File: config.mk
export PLATFORM = sky130hd
export DESIGN_NAME = lda_draw_engine_flat
export DESIGN_NICKNAME = d
export VERILOG_FILES = /design/src/rtl/lda_pkg.sv /design/src/rtl/lda_draw_engine_if.sv /design/src/rtl/lda_draw_engine.sv /design/src/flat_wrapper.sv
export SDC_FILE = /design/constraint.sdc
export NUM_CORES = 1
export LEC_CHECK = 0
export BUFFER_PORTS_ARGS = -buffer_cell sky130_fd_sc_hd__buf_2
export CAP_MARGIN = 20
export CORE_MARGIN = 3
export CORE_UTILIZATION = 45
export CTS_CLUSTER_DIAMETER = 200
export DETAILED_ROUTE_END_ITERATION = 12
export PLACE_DENSITY = 0.62
export SKIP_CTS_REPAIR_TIMING = 1
export SLEW_MARGIN = 25
export SYNTH_ARGS = -nofsm -noshare
export SYNTH_HDL_FRONTEND = slang
export SYNTH_SLANG_ARGS = --single-unit
File: constraint.sdc
create_clock -name clk -period 24.8 [get_ports clk]
set_input_delay 6.2 -clock clk [delete_from_list [all_inputs] [get_ports clk]]
set_output_delay 6.2 -clock clk [all_outputs]
set_load 0.05 [all_outputs]
File: src/rtl/lda_pkg.sv
// Shared types and default widths for the Bresenham line-drawing engine.
package lda_pkg;

  typedef enum logic [1:0] {
    IDLE = 2'd0,
    INIT = 2'd1,
    DRAW = 2'd2,
    DONE = 2'd3
  } lda_state_t;

  localparam int LDA_X_W     = 9;
  localparam int LDA_Y_W     = 8;
  localparam int LDA_COLOR_W = 3;

endpackage

File: src/rtl/lda_draw_engine_if.sv
// Command and pixel-plot bundle between the register block, the draw engine
// and the framebuffer adapter.
interface lda_draw_engine_if
  import lda_pkg::*;
#(
  parameter int X_W     = LDA_X_W,
  parameter int Y_W     = LDA_Y_W,
  parameter int COLOR_W = LDA_COLOR_W
);

  logic               i_start;
  logic [X_W-1:0]     i_x0;
  logic [X_W-1:0]     i_x1;
  logic [Y_W-1:0]     i_y0;
  logic [Y_W-1:0]     i_y1;
  logic [COLOR_W-1:0] i_color;
  logic               i_plot_ready;
  logic               o_plot;
  logic [X_W-1:0]     o_x;
  logic [Y_W-1:0]     o_y;
  logic [COLOR_W-1:0] o_color;
  logic               o_busy;
  logic               o_done;

  // The engine side.
  modport slave (
    input  i_start, i_x0, i_x1, i_y0, i_y1, i_color, i_plot_ready,
    output o_plot, o_x, o_y, o_color, o_busy, o_done
  );

  // The register block / adapter side.
  modport master (
    output i_start, i_x0, i_x1, i_y0, i_y1, i_color, i_plot_ready,
    input  o_plot, o_x, o_y, o_color, o_busy, o_done
  );

endinterface

File: src/rtl/lda_draw_engine.sv
// Bresenham line engine: one command in, a stream of single-pixel writes out,
// with every output registered and held while the adapter stalls.
module lda_draw_engine
  import lda_pkg::*;
#(
  parameter int X_W     = LDA_X_W,
  parameter int Y_W     = LDA_Y_W,
  parameter int COLOR_W = LDA_COLOR_W
) (
  input  logic              clk,
  input  logic              reset,
  lda_draw_engine_if.slave  bus
);

  localparam int C_W = (X_W > Y_W) ? X_W : Y_W;
  localparam int W   = C_W + 2;
  localparam logic signed [W-1:0] ONE = W'(1);

  function automatic logic signed [W-1:0] ext_x(input logic [X_W-1:0] v);
    logic signed [W-1:0] r;
    r          = '0;
    r[X_W-1:0] = v;
    return r;
  endfunction

  function automatic logic signed [W-1:0] ext_y(input logic [Y_W-1:0] v);
    logic signed [W-1:0] r;
    r          = '0;
    r[Y_W-1:0] = v;
    return r;
  endfunction

  function automatic logic signed [W-1:0] sabs(input logic signed [W-1:0] v);
    return v[W-1] ? -v : v;
  endfunction

  // Control and output registers (reset).
  lda_state_t         state_q, state_d;
  logic               busy_q, busy_d;
  logic               done_q, done_d;
  logic               plot_q, plot_d;
  logic [X_W-1:0]     ox_q, ox_d;
  logic [Y_W-1:0]     oy_q, oy_d;
  logic [COLOR_W-1:0] ocol_q, ocol_d;

  // Datapath registers (no reset; always loaded before use).
  logic [X_W-1:0]      lx0_q, lx0_d, lx1_q, lx1_d;
  logic [Y_W-1:0]      ly0_q, ly0_d, ly1_q, ly1_d;
  logic [COLOR_W-1:0]  lcol_q, lcol_d;
  logic                steep_q, steep_d;
  logic                yneg_q, yneg_d;
  logic signed [W-1:0] x_q, x_d, y_q, y_d, xe_q, xe_d;
  logic signed [W-1:0] dx_q, dx_d, dy_q, dy_d, err_q, err_d;

  // Setup temporaries.
  logic signed [W-1:0] ax0, ax1, ay0, ay1, adx, ady;
  logic signed [W-1:0] sx0, sx1, sy0, sy1;
  logic signed [W-1:0] fx0, fx1, fy0, fy1, dxs, err_n;
  logic                steep_c, swap_c;

  always_comb begin
    state_d = state_q;
    busy_d  = busy_q;
    done_d  = 1'b0;
    plot_d  = plot_q;
    ox_d    = ox_q;
    oy_d    = oy_q;
    ocol_d  = ocol_q;
    lx0_d   = lx0_q;
    lx1_d   = lx1_q;
    ly0_d   = ly0_q;
    ly1_d   = ly1_q;
    lcol_d  = lcol_q;
    steep_d = steep_q;
    yneg_d  = yneg_q;
    x_d     = x_q;
    y_d     = y_q;
    xe_d    = xe_q;
    dx_d    = dx_q;
    dy_d    = dy_q;
    err_d   = err_q;

    // Octant normalisation: make the line shallow, then left-to-right.
    ax0     = ext_x(lx0_q);
    ax1     = ext_x(lx1_q);
    ay0     = ext_y(ly0_q);
    ay1     = ext_y(ly1_q);
    adx     = sabs(ax1 - ax0);
    ady     = sabs(ay1 - ay0);
    steep_c = ady > adx;
    sx0     = steep_c ? ay0 : ax0;
    sx1     = steep_c ? ay1 : ax1;
    sy0     = steep_c ? ax0 : ay0;
    sy1     = steep_c ? ax1 : ay1;
    swap_c  = sx0 > sx1;
    fx0     = swap_c ? sx1 : sx0;
    fx1     = swap_c ? sx0 : sx1;
    fy0     = swap_c ? sy1 : sy0;
    fy1     = swap_c ? sy0 : sy1;
    dxs     = fx1 - fx0;
    err_n   = err_q + dy_q;

    case (state_q)
      IDLE: begin
        busy_d = 1'b0;
        if (bus.i_start) begin
          lx0_d   = bus.i_x0;
          lx1_d   = bus.i_x1;
          ly0_d   = bus.i_y0;
          ly1_d   = bus.i_y1;
          lcol_d  = bus.i_color;
          busy_d  = 1'b1;
          state_d = INIT;
        end
      end
      INIT: begin
        steep_d = steep_c;
        x_d     = fx0;
        y_d     = fy0;
        xe_d    = fx1;
        dx_d    = dxs;
        dy_d    = sabs(fy1 - fy0);
        err_d   = -(dxs >>> 1);
        yneg_d  = !(fy0 < fy1);
        plot_d  = 1'b1;
        ox_d    = steep_c ? fy0[X_W-1:0] : fx0[X_W-1:0];
        oy_d    = steep_c ? fx0[Y_W-1:0] : fy0[Y_W-1:0];
        ocol_d  = lcol_q;
        state_d = DRAW;
      end
      DRAW: begin
        if (bus.i_plot_ready) begin
          if (x_q == xe_q) begin
            plot_d  = 1'b0;
            done_d  = 1'b1;
            state_d = DONE;
          end else begin
            x_d = x_q + ONE;
            if (!err_n[W-1]) begin
              y_d   = yneg_q ? (y_q - ONE) : (y_q + ONE);
              err_d = err_n - dx_q;
            end else begin
              err_d = err_n;
            end
            ox_d = steep_q ? y_d[X_W-1:0] : x_d[X_W-1:0];
            oy_d = steep_q ? x_d[Y_W-1:0] : y_d[Y_W-1:0];
          end
        end
      end
      DONE: begin
        busy_d  = 1'b0;
        state_d = IDLE;
      end
      default: begin
        busy_d  = 1'b0;
        plot_d  = 1'b0;
        state_d = IDLE;
      end
    endcase
  end

  always_ff @(posedge clk or posedge reset) begin
    if (reset) begin
      state_q <= IDLE;
      busy_q  <= 1'b0;
      done_q  <= 1'b0;
      plot_q  <= 1'b0;
      ox_q    <= '0;
      oy_q    <= '0;
      ocol_q  <= '0;
    end else begin
      state_q <= state_d;
      busy_q  <= busy_d;
      done_q  <= done_d;
      plot_q  <= plot_d;
      ox_q    <= ox_d;
      oy_q    <= oy_d;
      ocol_q  <= ocol_d;
    end
  end

  always_ff @(posedge clk) begin
    lx0_q   <= lx0_d;
    lx1_q   <= lx1_d;
    ly0_q   <= ly0_d;
    ly1_q   <= ly1_d;
    lcol_q  <= lcol_d;
    steep_q <= steep_d;
    yneg_q  <= yneg_d;
    x_q     <= x_d;
    y_q     <= y_d;
    xe_q    <= xe_d;
    dx_q    <= dx_d;
    dy_q    <= dy_d;
    err_q   <= err_d;
  end

  assign bus.o_plot  = plot_q;
  assign bus.o_x     = ox_q;
  assign bus.o_y     = oy_q;
  assign bus.o_color = ocol_q;
  assign bus.o_busy  = busy_q;
  assign bus.o_done  = done_q;

endmodule

File: src/flat_wrapper.sv
// flat-port wrapper written by rule: the top's interface ports become plain ports
module lda_draw_engine_flat import lda_pkg::*;
#(
  parameter int X_W     = LDA_X_W,
  parameter int Y_W     = LDA_Y_W,
  parameter int COLOR_W = LDA_COLOR_W
)
  (clk, reset, bus_i_start, bus_i_x0, bus_i_x1, bus_i_y0, bus_i_y1, bus_i_color, bus_i_plot_ready, bus_o_plot, bus_o_x, bus_o_y, bus_o_color, bus_o_busy, bus_o_done);
  lda_draw_engine_if #(.X_W(X_W), .Y_W(Y_W), .COLOR_W(COLOR_W)) bus_i ();
  input  logic clk;
  input  logic reset;
  input wire logic [$bits(bus_i.i_start)-1:0] bus_i_start;
  input wire logic [$bits(bus_i.i_x0)-1:0] bus_i_x0;
  input wire logic [$bits(bus_i.i_x1)-1:0] bus_i_x1;
  input wire logic [$bits(bus_i.i_y0)-1:0] bus_i_y0;
  input wire logic [$bits(bus_i.i_y1)-1:0] bus_i_y1;
  input wire logic [$bits(bus_i.i_color)-1:0] bus_i_color;
  input wire logic [$bits(bus_i.i_plot_ready)-1:0] bus_i_plot_ready;
  output wire logic [$bits(bus_i.o_plot)-1:0] bus_o_plot;
  output wire logic [$bits(bus_i.o_x)-1:0] bus_o_x;
  output wire logic [$bits(bus_i.o_y)-1:0] bus_o_y;
  output wire logic [$bits(bus_i.o_color)-1:0] bus_o_color;
  output wire logic [$bits(bus_i.o_busy)-1:0] bus_o_busy;
  output wire logic [$bits(bus_i.o_done)-1:0] bus_o_done;
  assign bus_i.i_start = bus_i_start;
  assign bus_i.i_x0 = bus_i_x0;
  assign bus_i.i_x1 = bus_i_x1;
  assign bus_i.i_y0 = bus_i_y0;
  assign bus_i.i_y1 = bus_i_y1;
  assign bus_i.i_color = bus_i_color;
  assign bus_i.i_plot_ready = bus_i_plot_ready;
  assign bus_o_plot = bus_i.o_plot;
  assign bus_o_x = bus_i.o_x;
  assign bus_o_y = bus_i.o_y;
  assign bus_o_color = bus_i.o_color;
  assign bus_o_busy = bus_i.o_busy;
  assign bus_o_done = bus_i.o_done;
  lda_draw_engine #(.X_W(X_W), .Y_W(Y_W), .COLOR_W(COLOR_W)) u_core (.clk(clk), .reset(reset), .bus(bus_i));
endmodule
# Yosys cells after proc, flatten, opt, wreduce, memory -nomap -nowiden
# Index checks and enable logic that the tools add are counted.
# totals
register_bits	130
inputBits	41
out_inout_bits	23
# classes
n_addsub	13
magnitude_cmp	3
eq_ne	9
muxes	45
reduce_logical	9
# ops
op	count
$mux 11	15
$mux 9	8
$pmux 11 s2	3
$neg 11->11	3
$sub 11x11->11	3
$mux 8	4
$add 11x2->11 const B	2
$gt 11x11->1	2
$pmux 9 s2	1
$pmux 8 s2	1
$add 11x11->11	1
$eq 11x11->1	1
$lt 11x11->1	1
$neg 10->11	1
$sub 11x2->11 const B	1
$mux 10	1
$sub 9x9->10	1
$reduce_and 3->1	3
$sub 8x8->9	1
$ne 2x2->1 const B	4
$pmux 2 s4	1
$mux 1	6
$mux 2	3
$eq 2x2->1 const B	2
other kinds (8)	10

# Logic depth before layout (Yosys ltp)
# depth
ltp_word	10
depth_mapped	52
ltp_nobuf	45

# Worst setup path before layout
# Ideal clock, no wire load.
# synth_timing
path_kind	reg-to-reg
startpoint	register u_core.lx0_q[1]
endpoint	register u_core.dy_q[9] (data pin)
setup_time_ps	274
arrival_ps	9067
required_time_ps	24526
path_slack_ps	15460
stages_incl_launch_ff	45
path_buffers	7
cell_sequence	edfxtp_1 > inv_1 > ha_1 > a21oi_1 > o21ai_0 > a21oi_1 > o21ai_0 > a21oi_1 > o21bai_1 > a21o_1 > a21oi_1 > o41ai_1 > xor2_1 > ha_1 > a211oi_2 > o21bai_2 > buf_6 > nor3_4 > (+9 left out) > a22oi_2 > nor2_1 > buf_2 > clkbuf_1 > buf_1 > nand2_1 > o211ai_1 > o21ai_0 > ha_1 > fa_1 > nor2b_1 > o21ai_0 > nand2b_1 > xor2_1 > or3_1 > or3_1 > o41ai_1 > xor2_1
# synth_between
elab_chain_cells	10
elab_cells_between_ends	14
cone_classes	4 x add/sub; 2 x order compare; 8 x mux
# synth_rtl
item	line_no	text
from (decl)	lda_draw_engine.sv:47	logic [X_W-1:0] lx0_q, lx0_d, lx1_q, lx1_d;
from (signal assigned)	lda_draw_engine.sv:183	lx0_q <= lx0_d;
$sub 9x9->10	lda_draw_engine.sv:88	adx = sabs(ax1 - ax0);
$neg 11->11	lda_draw_engine.sv:34	return v[W-1] ? -v : v;
$mux 11	lda_draw_engine.sv:34	
$gt 11x11->1	lda_draw_engine.sv:90	steep_c = ady > adx;
$mux 9, on equally long branches	lda_draw_engine.sv:91, lda_draw_engine.sv:92	
$gt 11x11->1	lda_draw_engine.sv:95	swap_c = sx0 > sx1;
$mux 11, on equally long branches	lda_draw_engine.sv:99, lda_draw_engine.sv:98	
$sub 11x11->11 (*)	lda_draw_engine.sv:122	dy_d = sabs(fy1 - fy0);
$neg 11->11	lda_draw_engine.sv:34	
$mux 10 (*)	lda_draw_engine.sv:34	
to (signal assigned)	lda_draw_engine.sv:194	dy_q <= dy_d;
to (decl)	lda_draw_engine.sv:53	logic signed [W-1:0] dx_q, dx_d, dy_q, dy_d, err_q, err_d;
# Every way passes the cells marked *; elsewhere a longest branch is shown, timed or not.
# A chain may end at the register's enable or synchronous reset.

# Final worst setup path
# layout_timing
startpoint	register u_core.lx0_q[1]
endpoint	register u_core.dy_q[4] (data pin)
# The elaborated chain is that of the path after synthesis.

==> flow_results.org <==
** Critical path
- Data arrival time of the worst path :: 11570 ps
- Launching element type of the critical path :: register
- The worst setup path is captured at a register.
- The number of buffers and inverters on the critical path is 2.
- Start-to-end type of the worst setup path :: register to register
- In this run the worst path has a maximum fanout of 55.
- CP top delay family :: compound AO/OA/AOI/OAI gates
- Critical path data required time :: 24980 ps
- For this run, the slowest stage of the critical path takes just over 900 ps.
- The cell that appears most often on the critical path is o21ai_0.
- The slowest stage of the critical path is the nand2b_2 cell.

** Global routing
- Largest net degree at the start of global routing :: 74
- The initial antenna violation count came to 0.
- Total overflow reported by the global router :: 0
- In the global route stage, overall resource usage came out at 23.1%.
- Wire length of the first global-routing pass :: roughly 47000 um
- Number of global-route vias before repair :: 8703

** Yosys
- The average instance in the mapped netlist occupies roughly 9.3 um^2.
- Summed over all instances, the cell type with the most area after synthesis is edfxtp_1.
- Of all flip-flops after synthesis, the portion carrying an async set or reset was 19.8%.
- Leading register cell type out of synthesis :: edfxtp_1
- The netlist uses 94 different library cells.
- After technology mapping, the gate count stands at 1162.
- Total number of yosys warnings :: 0
- In this run the biggest area consumer among cell types represents around 28% of the synthesized area.
- Yosys attributes the largest share of cell area to edfxtp_1 (28%), ha_1 (9.2%), dfrtp_1 (5.8%).
- Counting flops and latches in the post-synthesis netlist gives around 130.
- In this run, synthesis inferred 101 flip-flops with an integrated enable.
- The share of the Yosys chip area taken by registers is between 30% and 40%.
- Post-Syn Area :: 10800 um^2

** Floorplanning
- Starting density of the core :: a little under half
- Measured along the x axis, the die boundary spans 161 um.
- Count of standard-cell rows :: 56
- IO Count :: 64
- The die is 161 um tall.
- The region available for standard cell placement spans 23500 um^2.
- The floorplan step defined a die boundary enclosing between 20000 and 30000 um^2.

** STA
- Unrepaired setup endpoints after global routing :: no
- Worst slew margin relative to its limit :: approximately 33%
- Final period demand of the worst path :: roughly 11000 ps
- The final number of hold-violating endpoints is 0.
- Static timing analysis puts the maximum clock frequency at 87.7 MHz.
- For the pin with the worst max-slew slack, the measured transition is 1000 ps.
- After routing, the total negative slack on setup checks comes to 0 ps.
- Post-route fraction of the period consumed by the critical path :: a little under half
- Between clock sinks in the finished design, the worst skew comes to ~12 ps.
- Setup violations remaining at the end of the flow were counted as 0.
- Count of final max-slew check failures :: 0

** Clocking
- Clock tree synthesis inserted a total of 17 buffers.
- Clock Tree Root :: clkbuf_16
- Clock-pin slew reported for the worst setup and hold paths after clock tree synthesis :: ~70 ps
- Maximum buffer depth of the clock tree :: 2
- The H-tree generated during clock tree synthesis spans 4 levels.
- Clock insertion delay at the later pin of the skew report :: 430 ps
- Clock tree from TritonCTS :: yes
- Number of sinks handled by clock tree synthesis :: 126

** Drt
- Dividing the detail-routed via count by the number of cells gives 5.86.
- Routed wire length :: 30000 um
- First-pass detailed-route iteration total :: 6
- ANT nets after route :: 0
- Dividing the detail-routed wire length by the instance count gives between 15 and 20 um.
- After the first detailed-routing iteration, the DRC count stood at 734.
- DRC violation count after routing :: 0
- For this block, the via count after detailed routing is 9024.

** Layout
- The sequential cells in the finished layout cover a total of 3660 um^2.
- Layout overhead on the synthesized area :: 11.1%
- In the layout the commonest cells are nand2_1 (103), edfxtp_1 (101), a21oi_1 (92).
- Of the cells placed in the final design, the portion with a size suffix greater than 1 is 14.1%.
- Number of inserted filler cells in the final layout :: 2247
- In the final layout, the multi-input gates occupy 6620 um^2.
- Leaving out fill and tap cells, the most frequent cell in the layout is nand2_1.
- Diodes inserted :: 0
- Net total in the final layout :: 1335

** Place
- Routability-driven placement finished with a final weighted congestion of 0.966.
- The wire-length estimate of the detail-placed layout is 22800 um.
- Number of I/O port buffers :: 63

** Run
- The tool flagged a number of max-cap violations equal to 0.

** Hold path
- In this run the worst hold path is classified as register to register.

** Run status
- The flow ran to the end, and the final reports show no timing, DRC or antenna violations.
## state kept, by name, summed over array words and instances, names as in the netlist, 2 cells and up
register and flops:
u_core.ly0_q 8, u_core.y_q 9, u_core.x_q 11, u_core.state_q 2, u_core.bus.o_y 8, u_core.lx1_q 9
u_core.err_q 11, u_core.dx_q 11, u_core.dy_q 11, u_core.lcol_q 3, u_core.ly1_q 8, u_core.bus.o_color 3
u_core.bus.o_x 9, u_core.xe_q 9, u_core.lx0_q 9
## worst paths after layout
path                             startpoint                    end  slack [ps]  cells past startpoint
setup reg to reg            u_core.lx0_q[1]         u_core.dy_q[4]       13400                     38
max in group asynchronous             reset      u_core.bus.o_y[1]       18620                      2
setup / recovery            u_core.lx0_q[1]         u_core.dy_q[4]       13400                     38
hold reg to reg            u_core.lcol_q[1]  u_core.bus.o_color[1]         480                      1
hold / removal             u_core.lcol_q[1]  u_core.bus.o_color[1]         480                      1
min in group asynchronous             reset      u_core.state_q[0]        5810                      2
## final cells by class
class | instances | area share (%)
clock buffer | 20 | 4.16
clock inverter | 12 | 0.895
inverter | 93 | 2.90
multi-input combinational | 897 | 55.1
sequential | 126 | 30.4
tap | 319 | 3.32
timing repair buffer | 73 | 3.25
## cell families (layout without fill, tap and decap cells)
group	Yosys count	in the layout	synth area share, %
buf+inv	141	198	5.35
mux	79	79	7.53
fa+ha+maj	89	89	10.6
xor+xnor	98	98	7.93
other cells	2	4	0.0693
compound gates	313	313	20.3
simple gates	314	314	14.5
flops	126	126	33.8
## routing by layer
layer  part of all wire [%]  vias up  track usage (%)
met5                      0        -                0
met4                    2.9        0             7.82
met3                    5.5       67             3.23
met2                     47      338             37.8
met1                     45     4281             31.8
li1                       -     4338                -
## cells in the mapped netlist (all sizes together), types with 19 or more instances
cell    count
o21ai      59
a21oi      94
dfrtp      25
inv        93
nor2       73
a211oi     23
mux2i      62
edfxtp    101
a21o       35
buf        19
nand2     105
clkbuf     29
ha         80
o21bai     20
xor2       46
xnor2      52
nand3      27
## stage by stage
| stage | hold WS (ps) | util (%) | instance area, um^2 | instances | setup slack [ps] |
|---|---|---|---|---|---|
| finish | 478 | 51.1 | 12000 | 1540 | 13400 |
| global placement | 455 | 48.5 | 11400 | 1508 | 13920 |
| global route | 498 | 51.1 | 12000 | 1540 | 12470 |
| CTS | 476 | 51.1 | 12000 | 1540 | 13620 |
| detailed placement | 468 | 48.5 | 11400 | 1508 | 13700 |
| floorplan | 454 | - | 10800 | 1164 | 15460 |
Power is left out: the tool's default activity adds up to more than one toggle a clock period on the data nets, which glitch-free logic cannot reach.
